<file path="src/rtl/serial_mag_comparator_pkg.sv">
// Shared state encodings, default operand width and verdict helper for the
// serial magnitude comparator.
package serial_mag_comparator_pkg;

  localparam int DEFAULT_WIDTH = 8;

  localparam logic [1:0] ST_IDLE = 2'd0;
  localparam logic [1:0] ST_RUN  = 2'd1;
  localparam logic [1:0] ST_DONE = 2'd2;

  // Packs {gt, eq, lt}; lt is implied by neither gt nor eq.
  function automatic logic [2:0] verdict(input logic g, input logic e);
    return {g, e, ~g & ~e};
  endfunction

endpackage

</file>
<file path="src/rtl/serial_mag_comparator_comp2_slice.sv">
// Combinational 2-bit unsigned compare: x > y and x == y.
// Zero latency; no handshake.
module comp2_slice (
  input  logic [1:0] x,
  input  logic [1:0] y,
  output logic       gt,
  output logic       eq
);

  assign gt = (x[1] & ~y[1]) | ((x[1] ~^ y[1]) & x[0] & ~y[0]);
  assign eq = (x == y);

endmodule

</file>
<file path="src/rtl/serial_mag_comparator.sv">
// MSB-first iterative unsigned compare, two bits per cycle; result after WIDTH/2 cycles.
// Accepts operands only in IDLE; holds gt/eq/lt stable in DONE until res_ready.
module serial_mag_comparator
  import serial_mag_comparator_pkg::*;
#(
  parameter int WIDTH = DEFAULT_WIDTH
) (
  input  logic             clk,
  input  logic             rst,
  input  logic             start_valid,
  output logic             start_ready,
  input  logic [WIDTH-1:0] a,
  input  logic [WIDTH-1:0] b,
  output logic             res_valid,
  input  logic             res_ready,
  output logic             gt,
  output logic             eq,
  output logic             lt,
  output logic             busy
);

  localparam int CW = $clog2(WIDTH/2 + 1);
  localparam logic [CW-1:0] CNT_INIT = CW'(WIDTH/2);
  localparam logic [CW-1:0] CNT_ONE  = CW'(1);

  logic [1:0]       state_q, state_d;
  logic [WIDTH-1:0] sh_a_q, sh_a_d;
  logic [WIDTH-1:0] sh_b_q, sh_b_d;
  logic             gt_acc_q, gt_acc_d;
  logic             eq_acc_q, eq_acc_d;
  logic [CW-1:0]    cnt_q, cnt_d;
  logic             gt_q, gt_d;
  logic             eq_q, eq_d;
  logic             lt_q, lt_d;

  logic slice_gt;
  logic slice_eq;

  comp2_slice u_slice (
    .x  (sh_a_q[WIDTH-1:WIDTH-2]),
    .y  (sh_b_q[WIDTH-1:WIDTH-2]),
    .gt (slice_gt),
    .eq (slice_eq)
  );

  always_comb begin
    state_d  = state_q;
    sh_a_d   = sh_a_q;
    sh_b_d   = sh_b_q;
    gt_acc_d = gt_acc_q;
    eq_acc_d = eq_acc_q;
    cnt_d    = cnt_q;
    gt_d     = gt_q;
    eq_d     = eq_q;
    lt_d     = lt_q;

    case (state_q)
      ST_IDLE: begin
        if (start_valid) begin
          sh_a_d   = a;
          sh_b_d   = b;
          gt_acc_d = 1'b0;
          eq_acc_d = 1'b1;
          cnt_d    = CNT_INIT;
          state_d  = ST_RUN;
        end
      end
      ST_RUN: begin
        // Once a pair differs the verdict is frozen; later pairs cannot change it.
        if (eq_acc_q) begin
          gt_acc_d = slice_gt;
          eq_acc_d = slice_eq;
        end
        sh_a_d = sh_a_q << 2;
        sh_b_d = sh_b_q << 2;
        cnt_d  = cnt_q - CNT_ONE;
        if (cnt_q == CNT_ONE) begin
          {gt_d, eq_d, lt_d} = verdict(gt_acc_d, eq_acc_d);
          state_d = ST_DONE;
        end
      end
      ST_DONE: begin
        if (res_ready) begin
          state_d = ST_IDLE;
        end
      end
      default: state_d = ST_IDLE;
    endcase
  end

  always_ff @(posedge clk) begin
    if (rst) begin
      state_q  <= ST_IDLE;
      sh_a_q   <= '0;
      sh_b_q   <= '0;
      gt_acc_q <= 1'b0;
      eq_acc_q <= 1'b0;
      cnt_q    <= '0;
      gt_q     <= 1'b0;
      eq_q     <= 1'b0;
      lt_q     <= 1'b0;
    end else begin
      state_q  <= state_d;
      sh_a_q   <= sh_a_d;
      sh_b_q   <= sh_b_d;
      gt_acc_q <= gt_acc_d;
      eq_acc_q <= eq_acc_d;
      cnt_q    <= cnt_d;
      gt_q     <= gt_d;
      eq_q     <= eq_d;
      lt_q     <= lt_d;
    end
  end

  assign start_ready = (state_q == ST_IDLE);
  assign res_valid   = (state_q == ST_DONE);
  assign busy        = (state_q == ST_RUN) || (state_q == ST_DONE);
  assign gt          = gt_q;
  assign eq          = eq_q;
  assign lt          = lt_q;

endmodule

</file>
<file path="config.mk">
export PLATFORM = sky130hd
export DESIGN_NAME = serial_mag_comparator
export DESIGN_NICKNAME = d
export VERILOG_FILES = /design/src/rtl/serial_mag_comparator_pkg.sv /design/src/rtl/serial_mag_comparator_comp2_slice.sv /design/src/rtl/serial_mag_comparator.sv
export SDC_FILE = /design/constraint.sdc
export NUM_CORES = 1
export LEC_CHECK = 0
export CAP_MARGIN = 20
export CORE_MARGIN = 4
export CORE_UTILIZATION = 54
export DETAILED_ROUTE_END_ITERATION = 8
export GPL_TIMING_DRIVEN = 0
export PLACE_DENSITY_LB_ADDON = 0.3
export SETUP_SLACK_MARGIN = 0.2
export SLEW_MARGIN = 20
export SYNTH_ARGS = -nofsm -noshare
export SYNTH_HDL_FRONTEND = slang
export SYNTH_SLANG_ARGS = --single-unit
</file>
<file path="constraint.sdc">
create_clock -name clk -period 3.2 [get_ports clk]
set_input_delay 0.32 -clock clk [delete_from_list [all_inputs] [get_ports clk]]
set_output_delay 0.32 -clock clk [all_outputs]
set_load 0.1 [all_outputs]
</file>
* Word-level counts from Yosys, hierarchy flattened
Cells that the tools add are included.
** Cells by class
- $add $sub $neg :: 1
- Multiplexer cells :: 18
- Eq/ne operators :: 7
- Reduce and logical (&&, ||, !) cells :: 6
- Bitwise logic cells :: 10
** Operators with widths (count)
- 8-bit one-hot mux with 2 select lines :: 2
- 8-bit 2-to-1 mux :: 2
- 1-bit 2-to-1 mux :: 6
- 2-bit 2-to-1 mux :: 3
- 2-bit one-hot mux with 3 select lines :: 1
- 3-bit one-hot mux with 2 select lines :: 1
- 1-bit AND :: 4
- 2-bit inequality test, second input constant :: 2
- 1-bit inverter :: 4
- 1-bit one-hot mux with 2 select lines :: 2
- 2-bit AND reduction :: 2
- 3-bit by 1-bit == test with 1-bit output, second input constant :: 1
- 3-bit 2-to-1 mux :: 1
- 3-bit AND reduction :: 1
- 3-bit by 1-bit subtractor with 3-bit output, second input constant :: 1
- 2-bit by 1-bit == test with 1-bit output, second input constant :: 1
- 2-bit == test :: 1
- 2-bit == test, second input constant :: 1
- 2-bit zero test :: 1
- 2-bit by 1-bit inequality test with 1-bit output, second input constant :: 1
- 2-bit nonzero test :: 1
- 1-bit logical OR :: 1
- 1-bit OR :: 1
- 1-bit bitwise XNOR :: 1
** Word-level totals
- Logic and storage cells :: 51
- Bits in registers :: 26
- Bits of input ports :: 20
- Output and inout bits :: 6

* Logic depth before layout (Yosys ltp)
- Depth after elaboration :: 8
- Depth in mapped cells :: 7
- Gate-level depth less buffers :: 6

* By module
A second synthesis with hierarchy kept.
** Second synthesis, totals
- Cells, all modules :: 154
- Area total of the unflattened synthesis :: 1390.1 um^2
** Modules (own cells, without submodules)
- serial_mag_comparator :: area an instance 1346.3 um^2, cells an instance 148, instances 1, seq. area each 520.5 um^2
- comp2_slice :: area an instance 43.8 um^2, cells an instance 6, instances 1, seq. area each 0.0 um^2

* Worst setup path before layout
OpenSTA, ideal clock, no wires.
- Kind :: register to register
- Start :: register state_q[0]
- End :: register cnt_q[2]
- Stages on the path, launching flop included :: 8
- Required time :: 3.121 ns
- Arrival time :: 2.122 ns
- Path slack :: 0.999 ns
- Path through :: dfxtp_1 inv_1 ha_1 mux2_2 buf_6 nand3_1 o21ai_1 a211oi_2
** On the way
- Cells in the longest elaborated chain, start to end :: 3
** Ends and longest elaborated chain
- start, declared :: RTL line serial_mag_comparator.sv:26 : logic [1:0] state_q, state_d;
- start signal, assigned :: RTL line serial_mag_comparator.sv:103 : state_q <= state_d;
- 2-bit zero test (*)
- named net start_ready :: RTL line serial_mag_comparator.sv:11 : output logic start_ready,
- 2-bit inequality test (no source line) / 2-bit nonzero test (equally long branches)
- 2-bit AND reduction (no source line)
- end signal, assigned :: RTL line serial_mag_comparator.sv:108 : cnt_q <= cnt_d;
- end, declared :: RTL line serial_mag_comparator.sv:31 : logic [CW-1:0] cnt_q, cnt_d;
The timed path passes the listed nets; every way through them passes the cells marked *.
A chain may end at the register's enable or synchronous reset.

* Final worst setup path
- Start :: register state_q[0]
- End :: output start_ready
** On the way
- Cells in the longest elaborated chain, start to end :: 1
** Ends and longest elaborated chain
- 2-bit zero test :: RTL line serial_mag_comparator.sv:115 : assign start_ready = (state_q == ST_IDLE);
- end, declared :: RTL line serial_mag_comparator.sv:11
Every way passes these cells.

==> results.tsv <==
metric	value	unit
Placer Congestion	0.799	
starting density of the core	57.0	%
I/O pin cnt	26	
internal power of the cells	0.692	mW
Post CTS Setup Buffer Count	0	
# diodes	0	
Die X-Extent	56.5	um
result of the run	complete, no violations	
Worst setup EP type	output pin	
reported max-cap violation count	0	
residual overflow from global routing	0	
die height	56.5	um
global-route wire length before repair	4750	um
core region area	2230	sq um
Clock transition at path regs	150	ps
startpoint of the worst-slack reg-to-reg timing path	state_q[0]	
antenna viol nets, final	0	
relative contribution of sequential cells to total power	37.8	%
final HPWL from detailed placement	2170	um
required arrival time at the worst endpoint	2880	ps
ys flop type	dfxtp_1	
worst setup skew after layout	9.98	ps
Worst R2R Setup Slack	1430	ps
cell count of the worst reg-to-reg path	5	
post-cts hold buffer count	0	
final critical delay including setup and external delays	2570	ps
part of the power in the clock network	20.4	%
YS warnings	0	
largest net degree at the start of global routing	16	
total instance count after detailed placement	195	
transition time at the pin with the least slew margin	969	ps
max-slew violation total from the final report	0	
Worst Path Arrival	2250	ps
Async S/R FF share, synth	0	%
part of the Yosys area used for sequential elements	40.9	%
total iterations of the first detailed-routing run	4	
clk root buf	clkbuf_4	
Wirelength per Cell	15.3	um
final non-filler cell total	199	
buffers and inverters on the worst path	2	
WP depth	3	
number of levels in the clock H-tree	1	
number of design rule violations left after detail routing	0	
total CTS buffers	3	
category of the critical setup timing path	reg2out	
CTS tree	built	
cell type contributing the most total cell area after synthesis	dfxtp_1	
number of distinct library cells after synthesis	31	
syn_nets	169	
Global Route Usage Sum	19.0	%
via density per instance	5.74	
kind of path behind the tightest hold check	reg2reg	
cells along the critical path	inv_1 > ha_1 > clkdlybuf4s50_1	
total number of vias	1143	
number of synthesized register bits	26	
area delta synth->final	25.8	%
final worst-path cycle share	80.4	%
Gate Count Post-Synth	143	
final hold viol count	0	
max_slew headroom	35.2	%
IR drop worst, VDD	544	uV
top area cells in the synthesized netlist	dfxtp_1 (41%), nor2_1 (7.4%), mux2i_1 (6.3%), a2111oi_2 (5.9%), ha_1 (5.9%)	
Die Area	3200	sq um
number of enable flip-flop cells after synthesis	0	
ratio of cells with drive above 1 in the final layout	10.5	%
stage delay of the slowest cell on the critical path	1180	ps
combined area of all synthesized cells	1270	sq um
Detailed Route WL	3040	um
combinational share of power	41.8	%
IO buf count	24	
final-report setup violation count	0	
initial detailed-routing violation count	22	
share of the synthesized area in the top cell type	40.9	%
antenna violations before repair	0	
timing startpoint of the critical path	state_q[0]	
top fanout value on the critical path	6	
Slowest cell on crit path	clkdlybuf4s50_1	
RSZ-0062 raised after global routing	no	
Syn Area/Cell	8.90	sq um
net switching component of the power	0.438	mW
Net count, final	198	
largest delay contributor family on the critical path	buffers and inverters	
clock insertion delay at the later pin of the skew report	340	ps
TNS Setup	0	ps
clock net sink count	26	
fraction of power spent switching nets	38.8	%
achievable clock frequency	388	MHz
cts repair resizes	0	
Bufs on Longest Clock Path	2	
row count	17	
Worst Setup Start Kind	flop	
Hold Path Depth	2	
vias in the first global route	1089	
power density of the placed cells	706	nW/um^2
Leakage	0.609	nW
launch point of the worst hold path	sh_a_q[0]	
[through the flow]
step | util (%) | instance area [sq um] | setup slack, ps | power (mW) | hold slack (ps)
floorplan | - | 1270 | 999 | 0.785 | 432
global placement | 69.3 | 1550 | 1090 | 0.881 | 439
detailed placement | 69.3 | 1550 | 1030 | 0.900 | 445
CTS | 71.7 | 1600 | 642 | 1.13 | 464
global route | 71.7 | 1600 | 561 | 1.19 | 478
finish | 71.7 | 1600 | 626 | 1.13 | 465
[cell usage after synthesis (2+ instances only)]
library cell,count
a31oi_1,3
buf_2,4
inv_1,7
nor2_1,25
a2111oi_2,5
mux2i_1,8
a21oi_1,4
ha_1,6
nand3b_1,5
dfxtp_1,26
o21ai_0,5
nand3_1,5
clkbuf_1,4
o22ai_1,4
nor3_1,4
nand2b_1,2
nand2_1,8
a211oi_1,5
[metal layers]
layer | vias to the layer above | routed length [um] | GRT usage, %
met3 | 9 | 195 | 4.14
met2 | 43 | 1470 | 31.5
met5 | - | 0 | 0
met1 | 529 | 1300 | 22.9
li1 | 562 | - | -
met4 | 0 | 76 | 9.15
[cell families after synthesis]
kind of cell | after synthesis | share of synthesized area, %
multiplexers | 9 | 7.18
flip-flops | 26 | 40.9
adder cells (fa/ha/maj) | 6 | 5.90
AND/OR/NAND/NOR | 52 | 19.1
AO/OA/AOI/OAI | 33 | 20.6
buffers and inverters | 16 | 5.70
XOR/XNOR | 1 | 0.688
[cell usage in the layout (no fill, tap or decap), types with 5 or more instances in the layout]
master,n
dfxtp_1,26
nor2_1,25
clkdlybuf4s50_1,24
nand2_1,8
mux2i_1,8
inv_1,7
ha_1,6
nand3b_1,5
o21ai_0,5
a2111oi_2,5
nand3_1,5
a211oi_1,5
[worst register-to-register path, cell delays in order (launching register included)]
cell,delay (ps)
dfxtp_1,380
inv_1,80
ha_1,290
o21ai_0,680
nand2_1,140
a21oi_1,150
[flip-flops by register name (all words and copies together), names as in the netlist]
name / count
sh_a_q: 8
state_q: 2
eq: 1
lt: 1
eq_acc_q: 1
cnt_q: 3
gt_acc_q: 1
sh_b_q: 8
gt: 1
[final cells by class]
type | count | area (sq um)
Sequential cell | 26 | 520
Inverter | 7 | 26.3
Clock buffer | 3 | 22.5
Timing Repair Buffer | 24 | 240
Buffer | 9 | 46.3
Multi-Input combinational cell | 101 | 679
Tap cell | 28 | 35.0
Fill cell | 183 | 633
Clock inverter | 1 | 30.0
[power groups by stage]
stage	sequential [mW]	clock, mW	combinational, mW
6_report	0.427	0.231	0.472
5_1_grt	0.435	0.242	0.510
4_1_cts	0.427	0.231	0.470
3_5_place_dp	0.434	0	0.466
3_3_place_gp	0.431	0	0.450
2_1_floorplan	0.430	0	0.355
[path summary, 6_finish.rpt]
kind	to
worst max-delay path	start_ready
worst min-delay path	sh_a_q[0]
worst max register to register	sh_b_q[0]
worst min register to register	sh_a_q[0]
No activity file was read; power rests on OpenSTA's default activity.
